==> config.mk <==
export PLATFORM = sky130hd
export DESIGN_NAME = slurm32_pipeline_ctrl
export DESIGN_NICKNAME = d
export VERILOG_FILES = /design/src/rtl/slurm32_pipeline_ctrl.sv
export SDC_FILE = /design/constraint.sdc
export NUM_CORES = 1
export LEC_CHECK = 0
export ABC_AREA = 1
export CORE_ASPECT_RATIO = 0.5
export CORE_MARGIN = 4
export CORE_UTILIZATION = 39
export DETAILED_ROUTE_END_ITERATION = 8
export PLACE_DENSITY = 0.83
export SLEW_MARGIN = 20
export SYNTH_ARGS = -nofsm -noshare
export SYNTH_HDL_FRONTEND = slang
export SYNTH_SLANG_ARGS = --single-unit
==> constraint.sdc <==
create_clock -name CLK -period 4.46 [get_ports CLK]
set_input_delay 1.338 -clock CLK [delete_from_list [all_inputs] [get_ports CLK]]
set_output_delay 1.338 -clock CLK [all_outputs]
set_load 0.005 [all_outputs]
==> src/rtl/slurm32_pipeline_ctrl.sv <==
// Pipeline sequencing controller for the SLURM32 core: issues PC loads, pipeline
// flushes, sleep/debug stalls and interrupt entry. Every output is registered.
module slurm32_pipeline_ctrl #(
    parameter logic [31:0] RESET_VECTOR = 32'h00000000,
    parameter logic [31:0] VECTOR_BASE  = 32'h00000100,
    parameter int unsigned FLUSH_CYCLES = 3
) (
    input  logic        CLK,
    input  logic        RSTb,
    input  logic        branch_req,
    input  logic [31:0] branch_addr,
    input  logic        sleep_req,
    input  logic        interrupt,
    input  logic [3:0]  irq,
    input  logic        int_enable,
    input  logic [31:0] resume_pc,
    input  logic        debugger_halt_request,
    input  logic        debugger_load_pc_request,
    input  logic [31:0] debugger_load_pc_address,
    output logic        pc_load,
    output logic [31:0] pc_load_address,
    output logic        flush,
    output logic        stall,
    output logic        irq_ack,
    output logic [3:0]  irq_ack_num,
    output logic [31:0] int_return_addr,
    output logic        halted,
    output logic        dbg_halted
);

    typedef enum logic [2:0] {
        ST_RESET,
        ST_RUN,
        ST_FLUSH,
        ST_SLEEP,
        ST_DBG_HALT
    } state_t;

    // Counter preload: flush stays high on the load cycle plus CNT_LOAD more.
    localparam logic [2:0] CNT_LOAD = 3'(FLUSH_CYCLES - 1);

    state_t      state_q, state_d;
    logic [2:0]  cnt_q, cnt_d;
    logic        pending_flush_q, pending_flush_d;
    logic        from_flush_q, from_flush_d;

    logic        pc_load_q, pc_load_d;
    logic [31:0] pc_load_address_q, pc_load_address_d;
    logic        flush_q, flush_d;
    logic        stall_q, stall_d;
    logic        irq_ack_q, irq_ack_d;
    logic [3:0]  irq_ack_num_q, irq_ack_num_d;
    logic [31:0] int_return_addr_q, int_return_addr_d;
    logic        halted_q, halted_d;
    logic        dbg_halted_q, dbg_halted_d;

    logic        irq_take;
    logic [31:0] irq_vector;

    assign irq_take   = interrupt & int_enable;
    assign irq_vector = VECTOR_BASE + {24'h000000, irq, 4'h0};

    // NOTE: the whole register set, including address latches, clears on reset
    // so that nothing downstream sees stale vectors after a restart.
    always_ff @(posedge CLK) begin
        if (!RSTb) begin
            state_q           <= ST_RESET;
            cnt_q             <= '0;
            pending_flush_q   <= 1'b0;
            from_flush_q      <= 1'b0;
            pc_load_q         <= 1'b0;
            pc_load_address_q <= '0;
            flush_q           <= 1'b0;
            stall_q           <= 1'b0;
            irq_ack_q         <= 1'b0;
            irq_ack_num_q     <= '0;
            int_return_addr_q <= '0;
            halted_q          <= 1'b0;
            dbg_halted_q      <= 1'b0;
        end else begin
            state_q           <= state_d;
            cnt_q             <= cnt_d;
            pending_flush_q   <= pending_flush_d;
            from_flush_q      <= from_flush_d;
            pc_load_q         <= pc_load_d;
            pc_load_address_q <= pc_load_address_d;
            flush_q           <= flush_d;
            stall_q           <= stall_d;
            irq_ack_q         <= irq_ack_d;
            irq_ack_num_q     <= irq_ack_num_d;
            int_return_addr_q <= int_return_addr_d;
            halted_q          <= halted_d;
            dbg_halted_q      <= dbg_halted_d;
        end
    end

    always_comb begin
        state_d         = state_q;
        cnt_d           = cnt_q;
        pending_flush_d = pending_flush_q;
        from_flush_d    = from_flush_q;
        case (state_q)
            ST_RESET: begin
                state_d = ST_FLUSH;
                cnt_d   = CNT_LOAD;
            end
            ST_RUN: begin
                if (debugger_halt_request) begin
                    state_d      = ST_DBG_HALT;
                    from_flush_d = 1'b0;
                end else if (branch_req || irq_take) begin
                    state_d = ST_FLUSH;
                    cnt_d   = CNT_LOAD;
                end else if (sleep_req) begin
                    state_d = ST_SLEEP;
                end
            end
            ST_FLUSH: begin
                if (debugger_halt_request) begin
                    state_d      = ST_DBG_HALT;
                    from_flush_d = 1'b1;
                    cnt_d        = '0;
                end else if (cnt_q == 3'd0) begin
                    state_d = ST_RUN;
                end else begin
                    cnt_d = cnt_q - 3'd1;
                end
            end
            ST_SLEEP: begin
                if (debugger_halt_request) begin
                    state_d      = ST_DBG_HALT;
                    from_flush_d = 1'b0;
                end else if (irq_take) begin
                    state_d = ST_FLUSH;
                    cnt_d   = CNT_LOAD;
                end else if (interrupt) begin
                    state_d = ST_RUN;
                end
            end
            ST_DBG_HALT: begin
                if (debugger_load_pc_request) begin
                    pending_flush_d = 1'b1;
                end
                if (!debugger_halt_request) begin
                    pending_flush_d = 1'b0;
                    from_flush_d    = 1'b0;
                    if (pending_flush_q || from_flush_q || debugger_load_pc_request) begin
                        state_d = ST_FLUSH;
                        cnt_d   = CNT_LOAD;
                    end else begin
                        state_d = ST_RUN;
                    end
                end
            end
            default: state_d = ST_RESET;
        endcase
    end

    // Output logic looks one step ahead so every output lands in a flop.
    always_comb begin
        pc_load_d         = 1'b0;
        irq_ack_d         = 1'b0;
        pc_load_address_d = pc_load_address_q;
        irq_ack_num_d     = irq_ack_num_q;
        int_return_addr_d = int_return_addr_q;
        flush_d           = (state_d == ST_FLUSH);
        stall_d           = (state_d == ST_SLEEP) || (state_d == ST_DBG_HALT);
        halted_d          = (state_d == ST_SLEEP);
        dbg_halted_d      = (state_d == ST_DBG_HALT);
        case (state_q)
            ST_RESET: begin
                pc_load_d         = 1'b1;
                pc_load_address_d = RESET_VECTOR;
            end
            ST_RUN, ST_SLEEP: begin
                if (!debugger_halt_request) begin
                    if (state_q == ST_RUN && branch_req) begin
                        pc_load_d         = 1'b1;
                        pc_load_address_d = branch_addr;
                    end else if (irq_take) begin
                        pc_load_d         = 1'b1;
                        pc_load_address_d = irq_vector;
                        irq_ack_d         = 1'b1;
                        irq_ack_num_d     = irq;
                        int_return_addr_d = resume_pc;
                    end
                end
            end
            ST_DBG_HALT: begin
                if (debugger_load_pc_request) begin
                    pc_load_d         = 1'b1;
                    pc_load_address_d = debugger_load_pc_address;
                end
            end
            default: ;
        endcase
    end

    assign pc_load         = pc_load_q;
    assign pc_load_address = pc_load_address_q;
    assign flush           = flush_q;
    assign stall           = stall_q;
    assign irq_ack         = irq_ack_q;
    assign irq_ack_num     = irq_ack_num_q;
    assign int_return_addr = int_return_addr_q;
    assign halted          = halted_q;
    assign dbg_halted      = dbg_halted_q;

endmodule

==> results.toml, run 1 <==
[place]
port_buffers = 181
routabilityCongestion = 0.8899
place_area_um2 = 5507
dp_hpwl_mm = 8.361

[worst_hold_path]
hp-start = "cnt_q[1]"
hp-class = "flip-flop to flip-flop"

[sta]
fin_setup_tns_ps = 0
final.min_clock_period_ps = 2997
max-slew-margin-rel_pct = 34.95
hold_violations = 0
setup_viol = 0
period_share_pct = 67.20
max_freq_ghz = 0.3337
timing_max_transition_violations_final = 0
tightest_slew_ps = 969.8
skew_ps = 4.276
grt_setup_unrepaired = "false"

[worst_setup_path]
end_kind = "flip-flop"
rr_startpoint = "state_q[0]"
crit_path_max_fanout = 37
r2r_slack_ps = 1950
worst_setup_path_start_kind = "input pin"
timing_worst_setup_path_type = "input pin to flip-flop"
crit_start = "debugger_halt_request"
required_ps = 4680
worstPathArrival_ps = 3220

[power_and_ir_drop]
combPwrFrac_pct = 27.9
ir_drop_mv = 0.2108
power_switching_w = 0.0006755
p_leak_nw = 2.612
p_clk_share_pct = 34.2
p_per_area_nw_per_um2 = 399.3
seq_power_share_pct = 37.9
power.internal_w = 0.001653
p_sw_share_pct = 29.01

[yosys]
synth_fp_nets = 669
syn_area_um2 = 3691
synth_top_area_share_pct = 44.47
synthXorXnorAreaFrac_pct = 0
ys_warn_count = 0
avgSynthCellArea_um2 = 6.603
synthFlopType = "dfxtp_1"
synth_simple_gate_area_share_pct = 37.02
synth_edf_count = 0
synth.area.top_cells = "dfxtp_1, nor2_1, nand2_1"
synthAdderAreaFrac_pct = 0.6780
synth-seq-cells = 82
synth.most_common_cell = "nor2_1"
synthDistinctLibCells = 26
synthArstFlopShare_pct = 0
synth_common_cells = "nor2_1, nand2_1, dfxtp_1, o21ai_0, inv_1"
ys_seq_area_share_pct = 44.47
synth_compound_area_share_pct = 10.17
syn_inst = 559
yosysTopAreaCell = "dfxtp_1"
synth_top_family_by_area = "simple AND/OR/NAND/NOR gates"
synth_mux_area_share_pct = 0

[finish]
drive_gt1_share_pct = 5.198
utilization_pct = 65.17
syn2layout_area_growth_pct = 58.00
multi_input_area_um2 = 1767
nFillCells = 785
final_area_um2 = 5832
nets = 836
antenna_cells = 0
regArea_um2 = 1642

[floorplanning]
core-area_um2 = 8949
dieHeight_um = 76.79
initial_core_util_pct = 41.25
die_x_um = 145.6
dieArea_um2 = 11180
num_rows = 24
io_pins = 182

[routing]
via_per_inst = 4.731
wl_mm = 11.33
drt_pass1_iterations = 6
avgRoutedWirePerCell_um = 13.37
remaining_drc_errors = 0
vias = 4012
final_antenna_net_count = 0
drtIter0Drc = 332

[clock_network]
post-cts-setup-buffers = 0
clkSinkCount = 82
cts_max_level = 3
cts-root-buf = "clkbuf_16"
ctsHoldBuffers = 0
cts_buffers = 9
clock_latency_ps = 330
clk_pin_slew_worst_paths_ps = 60
cts_resized = 0
cts_tree = "done"
cts_buffer_depth = 2

[job]
cap_violations = 0

[grt]
overflow = 0
grt_use_total_pct = 19.61
antenna_found_initial = 0
grt_pass1_vias = 3693
grt_pass1_wl_mm = 18.08
grt_max_degree = 42

[status]
status = "finished clean"
[cell families (layout without fill, tap and decap cells)]
kind of cell    count (synthesis)  in the layout
simple gates                  340            340
buf+inv                        60            232
fa+ha+maj                       2              2
flops                          82             82
compound gates                 75             75
[final timing paths]
check / endpoint / cells after the start
max: pc_load_address[29] / 10
min: cnt_q[1] / 2
max reg2reg: cnt_q[1] / 8
min reg2reg: cnt_q[1] / 2
[registers in the layout, indices dropped and copies added (netlist names)]
register         cells
cnt_q                3
dbg_halted           1
flush                1
from_flush_q         1
halted               1
int_return_addr     32
irq_ack              1
irq_ack_num          4
pc_load              1
pc_load_address     32
pending_flush_q      1
stall                1
state_q              3
[worst max-delay path, stage by stage]
cell	delay, ps
clkdlybuf4s50_1	640
inv_1	180
nand2_2	140
nand2_1	60
o21ai_1	90
inv_2	80
nand2_4	270
inv_4	200
nor2_1	150
nor2_1	60
[cell type report]
type                       instances  area share [%]
clock buffer                       9           3.862
inverter                          32           2.103
tap                              117           2.510
multi-input combinational        417           30.29
timing repair buffer             184           31.37
sequential                        82           28.15
clock inverter                     7           1.716
[power groups by stage]
stage	Sequential [W]	Combinational, W	Clock (W)
after floorplan	0.000898	0.000330	0
after global placement	0.000896	0.000639	0
after detailed placement	0.000898	0.000652	0
after CTS	0.000882	0.000654	0.000814
after global routing	0.000893	0.000726	0.000849
final	0.000882	0.000650	0.000797
[metrics by stage]
| step | setup slack [ps] | power [W] | hold WS [ps] | std cells |
|---|---|---|---|---|
| 6_report | 1463 | 0.002329 | 471.2 | 848 |
| 3_3_place_gp | 1210 | 0.001534 | 452.4 | 832 |
| 3_5_place_dp | 1133 | 0.001550 | 459.6 | 832 |
| 5_1_grt | 1255 | 0.002468 | 503.5 | 848 |
| 4_1_cts | 1490 | 0.002351 | 481.1 | 848 |
| 2_1_floorplan | 1950 | 0.001227 | 441.0 | 559 |
[layer usage]
metal / wire length [um] / GRT usage [%] / vias up
met3: 726 / 5.418 / 33
met2: 5424 / 32.99 / 141
met5: 0 / 0 / -
met4: 423 / 9.659 / 0
met1: 4760 / 23.28 / 1768
li1: - / - / 2070
[layout by cell type, fill, tap and decap left out, drive strengths merged]
cell	n
ha	2
nand4	2
buf	4
nor2	171
clkinv	1
inv	33
or2	1
clkinvlp	3
nand2	145
nor3	2
a21oi	5
clkbuf	9
o21ai	70
dfxtp	82
nand3	19
clkdlybuf4s50	180
bufinv	2
No activity file was read; power rests on OpenSTA's default activity.
==> run 2: changes to the inputs <==
==> constraint.sdc (replaced) <==
create_clock -name CLK -period 3.1 [get_ports CLK]
set_input_delay 0.93 -clock CLK [delete_from_list [all_inputs] [get_ports CLK]]
set_output_delay 0.93 -clock CLK [all_outputs]
set_load 0.005 [all_outputs]
==> results.toml, run 2 (synthesis results as in run 1) <==
[status]
status = "finished clean"

[grt]
antenna_found_initial = 0
grt_pass1_vias = 3758
grt_max_degree = 42
grt_pass1_wl_mm = 18.53
grt_use_total_pct = 20.10
overflow = 0

[sta]
period_share_pct = 75.26
hold_violations = 0
tightest_slew_ps = 655.9
timing_max_transition_violations_final = 0
fin_setup_tns_ps = 0
final.min_clock_period_ps = 2333
max-slew-margin-rel_pct = 56.21
skew_ps = 6.991
grt_setup_unrepaired = "false"
setup_viol = 0
max_freq_ghz = 0.4286

[floorplanning]
dieArea_um2 = 11180
io_pins = 182
core-area_um2 = 8949
initial_core_util_pct = 41.25
num_rows = 24
dieHeight_um = 76.79
die_x_um = 145.6

[worst_setup_path]
r2r-end = "pc_load_address[22]"
r2r_slack_ps = 1220
cpMaxStageDelayCell = "clkdlybuf4s50_1"
slowest_delay_ps = 430
timing_worst_setup_path_type = "input pin to flip-flop"
crit_start = "debugger_halt_request"
r2r_cells = 10
end_kind = "flip-flop"
crit_path_max_fanout = 27
path_cells = "clkdlybuf4s50_1 > inv_1 > nand2_2 > nand2_1 > o21ai_1 > inv_2 > nand2_4 > buf_4 > o21ai_0 > nor2_1"
rr_startpoint = "state_q[0]"
worst_setup_path_start_kind = "input pin"
required_ps = 3320
worstPathArrival_ps = 2550

[place]
dp_hpwl_mm = 8.589
routabilityCongestion = 0.8979
port_buffers = 181

[routing]
vias = 4055
drt_pass1_iterations = 4
via_per_inst = 4.759
final_antenna_net_count = 0
avgRoutedWirePerCell_um = 13.45
drtIter0Drc = 239
wl_mm = 11.46
remaining_drc_errors = 0

[finish]
drive_gt1_share_pct = 5.442
utilization_pct = 65.20
nFillCells = 785
antenna_cells = 0
nets = 840
final_cell_mix = "clkdlybuf4s50_1, nor2_1, nand2_1"
final_common_cell = "clkdlybuf4s50_1"
syn2layout_area_growth_pct = 58.07

[job]
cap_violations = 0

[worst_hold_path]
hp-class = "flip-flop to flip-flop"
holdPathEnd = "cnt_q[1]"
holdPathStages = 2
hp-start = "cnt_q[1]"

[clock_network]
cts_tree = "done"
cts_buffer_depth = 2
cts_resized = 0
ctsHoldBuffers = 0
clock_latency_ps = 330
clk_pin_slew_worst_paths_ps = 60
clkSinkCount = 82
cts_max_level = 3
cts-root-buf = "clkbuf_16"
cts_buffers = 9
post-cts-setup-buffers = 0

[power_and_ir_drop]
ir_drop_mv = 0.3822
p_leak_nw = 2.626
p_per_area_nw_per_um2 = 559.5
[run 2: cell count changes in the layout (fill, tap and decap cells not counted)]
| cell | previous run | this run |
|---|---|---|
| buf_4 | 3 | 7 |
| clkbuf_1 | 0 | 2 |
| clkinvlp_4 | 3 | 1 |
| inv_6 | 2 | 0 |
| bufinv_16 | 2 | 1 |
| clkbuf_8 | 0 | 1 |
| clkinv_2 | 0 | 1 |
| clkinv_4 | 0 | 1 |
[run 2: per-layer routing]
layer,share of wire (%),vias to the layer above,track usage (%)
met4,3.1,0,8.049
met5,0,-,0
met3,6.2,26,5.124
met2,51,131,35.97
met1,40,1823,23.17
li1,-,2075,-
[run 2: layout make-up]
class | instances | area (um^2) | area share (%)
clock buffer | 12 | 246.5 | 4.225
clock inverter | 4 | 51.30 | 0.8793
inverter | 32 | 122.6 | 2.102
multi-input combinational | 417 | 1767 | 30.28
sequential | 82 | 1642 | 28.14
tap | 117 | 146.4 | 2.509
timing repair buffer | 188 | 1859 | 31.87
[run 2: worst max path at each step]
stage,endpoint,slack (ps),cells past startpoint
after floorplan,int_return_addr[26],1000,8
after global placement,pc_load_address[7],530,11
after detailed placement,pc_load_address[29],480,10
after CTS,pc_load_address[22],790,10
after global routing,pc_load_address[27],610,10
final,pc_load_address[22],770,10
[run 2: worst max-delay path: cells and delay by family]
family,cells,cell delay [ps]
buffers and inverters,4,920
AO/OA/AOI/OAI,2,270
AND/OR/NAND/NOR,4,410
[run 2: stage by stage]
stage                     setup WS, ps  power [W]  area, um^2  hold slack [ps]  cells
final                            766.9   0.003265        5834            461.7    852
after global routing             606.3   0.003470        5834            479.8    852
after CTS                        792.4   0.003297        5834            462.9    852
after detailed placement         481.1   0.002240        5537            453.4    836
after global placement           532.0   0.002219        5537            452.2    836
after floorplan                  997.9   0.001765        3691            441.0    559
[run 2: where the power goes]
| part | switching [W] | leakage [nW] | total [W] | internal [W] |
|---|---|---|---|---|
| registers | 0.0000766 | 0.668 | 0.00127 | 0.00119 |
| logic | 0.000460 | 1.81 | 0.000942 | 0.000482 |
| clock network | 0.000405 | 0.143 | 0.00105 | 0.000646 |
| total | 0.000942 | 2.63 | 0.00326 | 0.00232 |
==> run 3: changes to the inputs <==
==> constraint.sdc (replaced) <==
create_clock -name CLK -period 2.2 [get_ports CLK]
set_input_delay 0.66 -clock CLK [delete_from_list [all_inputs] [get_ports CLK]]
set_output_delay 0.66 -clock CLK [all_outputs]
set_load 0.005 [all_outputs]
==> results.toml, run 3 (synthesis results as in run 1) <==
[status]
status = "finished clean"

[sta]
tightest_slew_ps = 375.5
hold_violations = 0
final.min_clock_period_ps = 1901
grt_setup_unrepaired = "false"
skew_ps = 8.588
setup_viol = 0
timing_max_transition_violations_final = 0
period_share_pct = 86.40
max-slew-margin-rel_pct = 74.97
max_freq_ghz = 0.5261
fin_setup_tns_ps = 0

[clock_network]
cts_buffer_depth = 2
cts_buffers = 9
clock_latency_ps = 330
clk_pin_slew_worst_paths_ps = 60
clkSinkCount = 82
cts_max_level = 3
ctsHoldBuffers = 0
cts_tree = "done"
cts_resized = 0
cts-root-buf = "clkbuf_16"
post-cts-setup-buffers = 0

[worst_setup_path]
slowest_delay_ps = 470
crit_start = "int_enable"
required_ps = 2420
cpMostUsedCell = "nor2_1"
r2r_cells = 10
worstPathArrival_ps = 2120
worst_setup_path_start_kind = "input pin"
r2r-end = "pc_load_address[31]"
rr_startpoint = "state_q[0]"
crit_path_max_fanout = 11
endpoint = "pc_load_address[31]"
end_kind = "flip-flop"
cpMaxStageDelayCell = "clkdlybuf4s50_1"
timing_worst_setup_path_type = "input pin to flip-flop"
r2r_slack_ps = 410
path_cells = "clkdlybuf4s50_1 > nand2_1 > inv_1 > nor2_1 > nand2_2 > nand2_4 > buf_4 > o21ai_0 > nor2_1"

[routing]
avgRoutedWirePerCell_um = 13.71
drt_pass1_iterations = 4
final_antenna_net_count = 0
wl_mm = 11.79
remaining_drc_errors = 0
via_per_inst = 4.728
vias = 4066
drtIter0Drc = 257

[worst_hold_path]
hp-class = "flip-flop to flip-flop"

[power_and_ir_drop]
power_switching_w = 0.001372
p_leak_nw = 2.690
p_per_area_nw_per_um2 = 793.7
p_sw_share_pct = 29.07
seq_power_share_pct = 38.0
power.internal_w = 0.003349
p_clk_share_pct = 32.6
combPwrFrac_pct = 29.4
ir_drop_mv = 0.4558

[finish]
multi_input_area_um2 = 1767
nets = 848
antenna_cells = 0
syn2layout_area_growth_pct = 61.15
drive_gt1_share_pct = 6.729
nFillCells = 792
final_cell_mix = "clkdlybuf4s50_1, nor2_1, nand2_1"
final_common_cell = "clkdlybuf4s50_1"
final_area_um2 = 5948
regArea_um2 = 1642

[place]
place_area_um2 = 5634
dp_hpwl_mm = 8.885
routabilityCongestion = 0.8359
port_buffers = 181

[grt]
grt_max_degree = 56
grt_use_total_pct = 20.76
grt_pass1_wl_mm = 19.08
antenna_found_initial = 0
grt_pass1_vias = 3838
overflow = 0

[floorplanning]
io_pins = 182
num_rows = 24
die_x_um = 145.6
core-area_um2 = 8949
dieArea_um2 = 11180
initial_core_util_pct = 41.25
dieHeight_um = 76.79

[job]
cap_violations = 0
-- run 3: worst max-delay path, delay by kind of cell --
| kind | cells | cell delay (ps) |
|---|---|---|
| buffers and inverters | 3 | 780 |
| AO/OA/AOI/OAI | 1 | 190 |
| AND/OR/NAND/NOR | 5 | 480 |
-- run 3: worst min path at each step --
stage	from	slack [ps]	to	cells after the start
after global routing	irq_ack_num[3]	490	irq_ack_num[3]	2
after floorplan	cnt_q[1]	440	cnt_q[1]	2
after CTS	cnt_q[1]	470	cnt_q[1]	2
after global placement	cnt_q[1]	450	cnt_q[1]	2
final	cnt_q[1]	460	cnt_q[1]	2
after detailed placement	cnt_q[1]	460	cnt_q[1]	2
-- run 3: area by class of cell --
class	count	area share (%)
timing repair buffer	196	32.90
multi-input combinational	417	29.70
sequential	82	27.60
clock buffer	11	4.249
tap	117	2.461
inverter	32	2.061
clock inverter	5	1.031
-- run 3: routing by layer --
metal,track usage (%),part of all wire [%]
met2,37.69,51
met4,7.386,2.8
met1,23.56,41
met3,5.771,5.2
met5,0,0
-- run 3: through the flow --
step	hold WS, ps	utilization [%]	instances	power, W	setup WS (ps)
floorplan	441.0	-	559	0.002488	367.9
global placement	450.7	62.96	844	0.003171	28.50
detailed placement	461.6	62.96	844	0.003210	-23.82
CTS	470.8	66.47	860	0.004763	294.5
global route	488.0	66.47	860	0.005003	164.2
finish	463.0	66.47	860	0.004721	299.2
-- run 3: power groups by stage --
| stage | Clock, W | Combinational (W) | Sequential (W) |
|---|---|---|---|
| floorplan | 0 | 0.000668 | 0.00182 |
| global placement | 0 | 0.00136 | 0.00181 |
| detailed placement | 0 | 0.00139 | 0.00182 |
| CTS | 0.00157 | 0.00140 | 0.00179 |
| global route | 0.00164 | 0.00155 | 0.00182 |
| finish | 0.00154 | 0.00139 | 0.00179 |
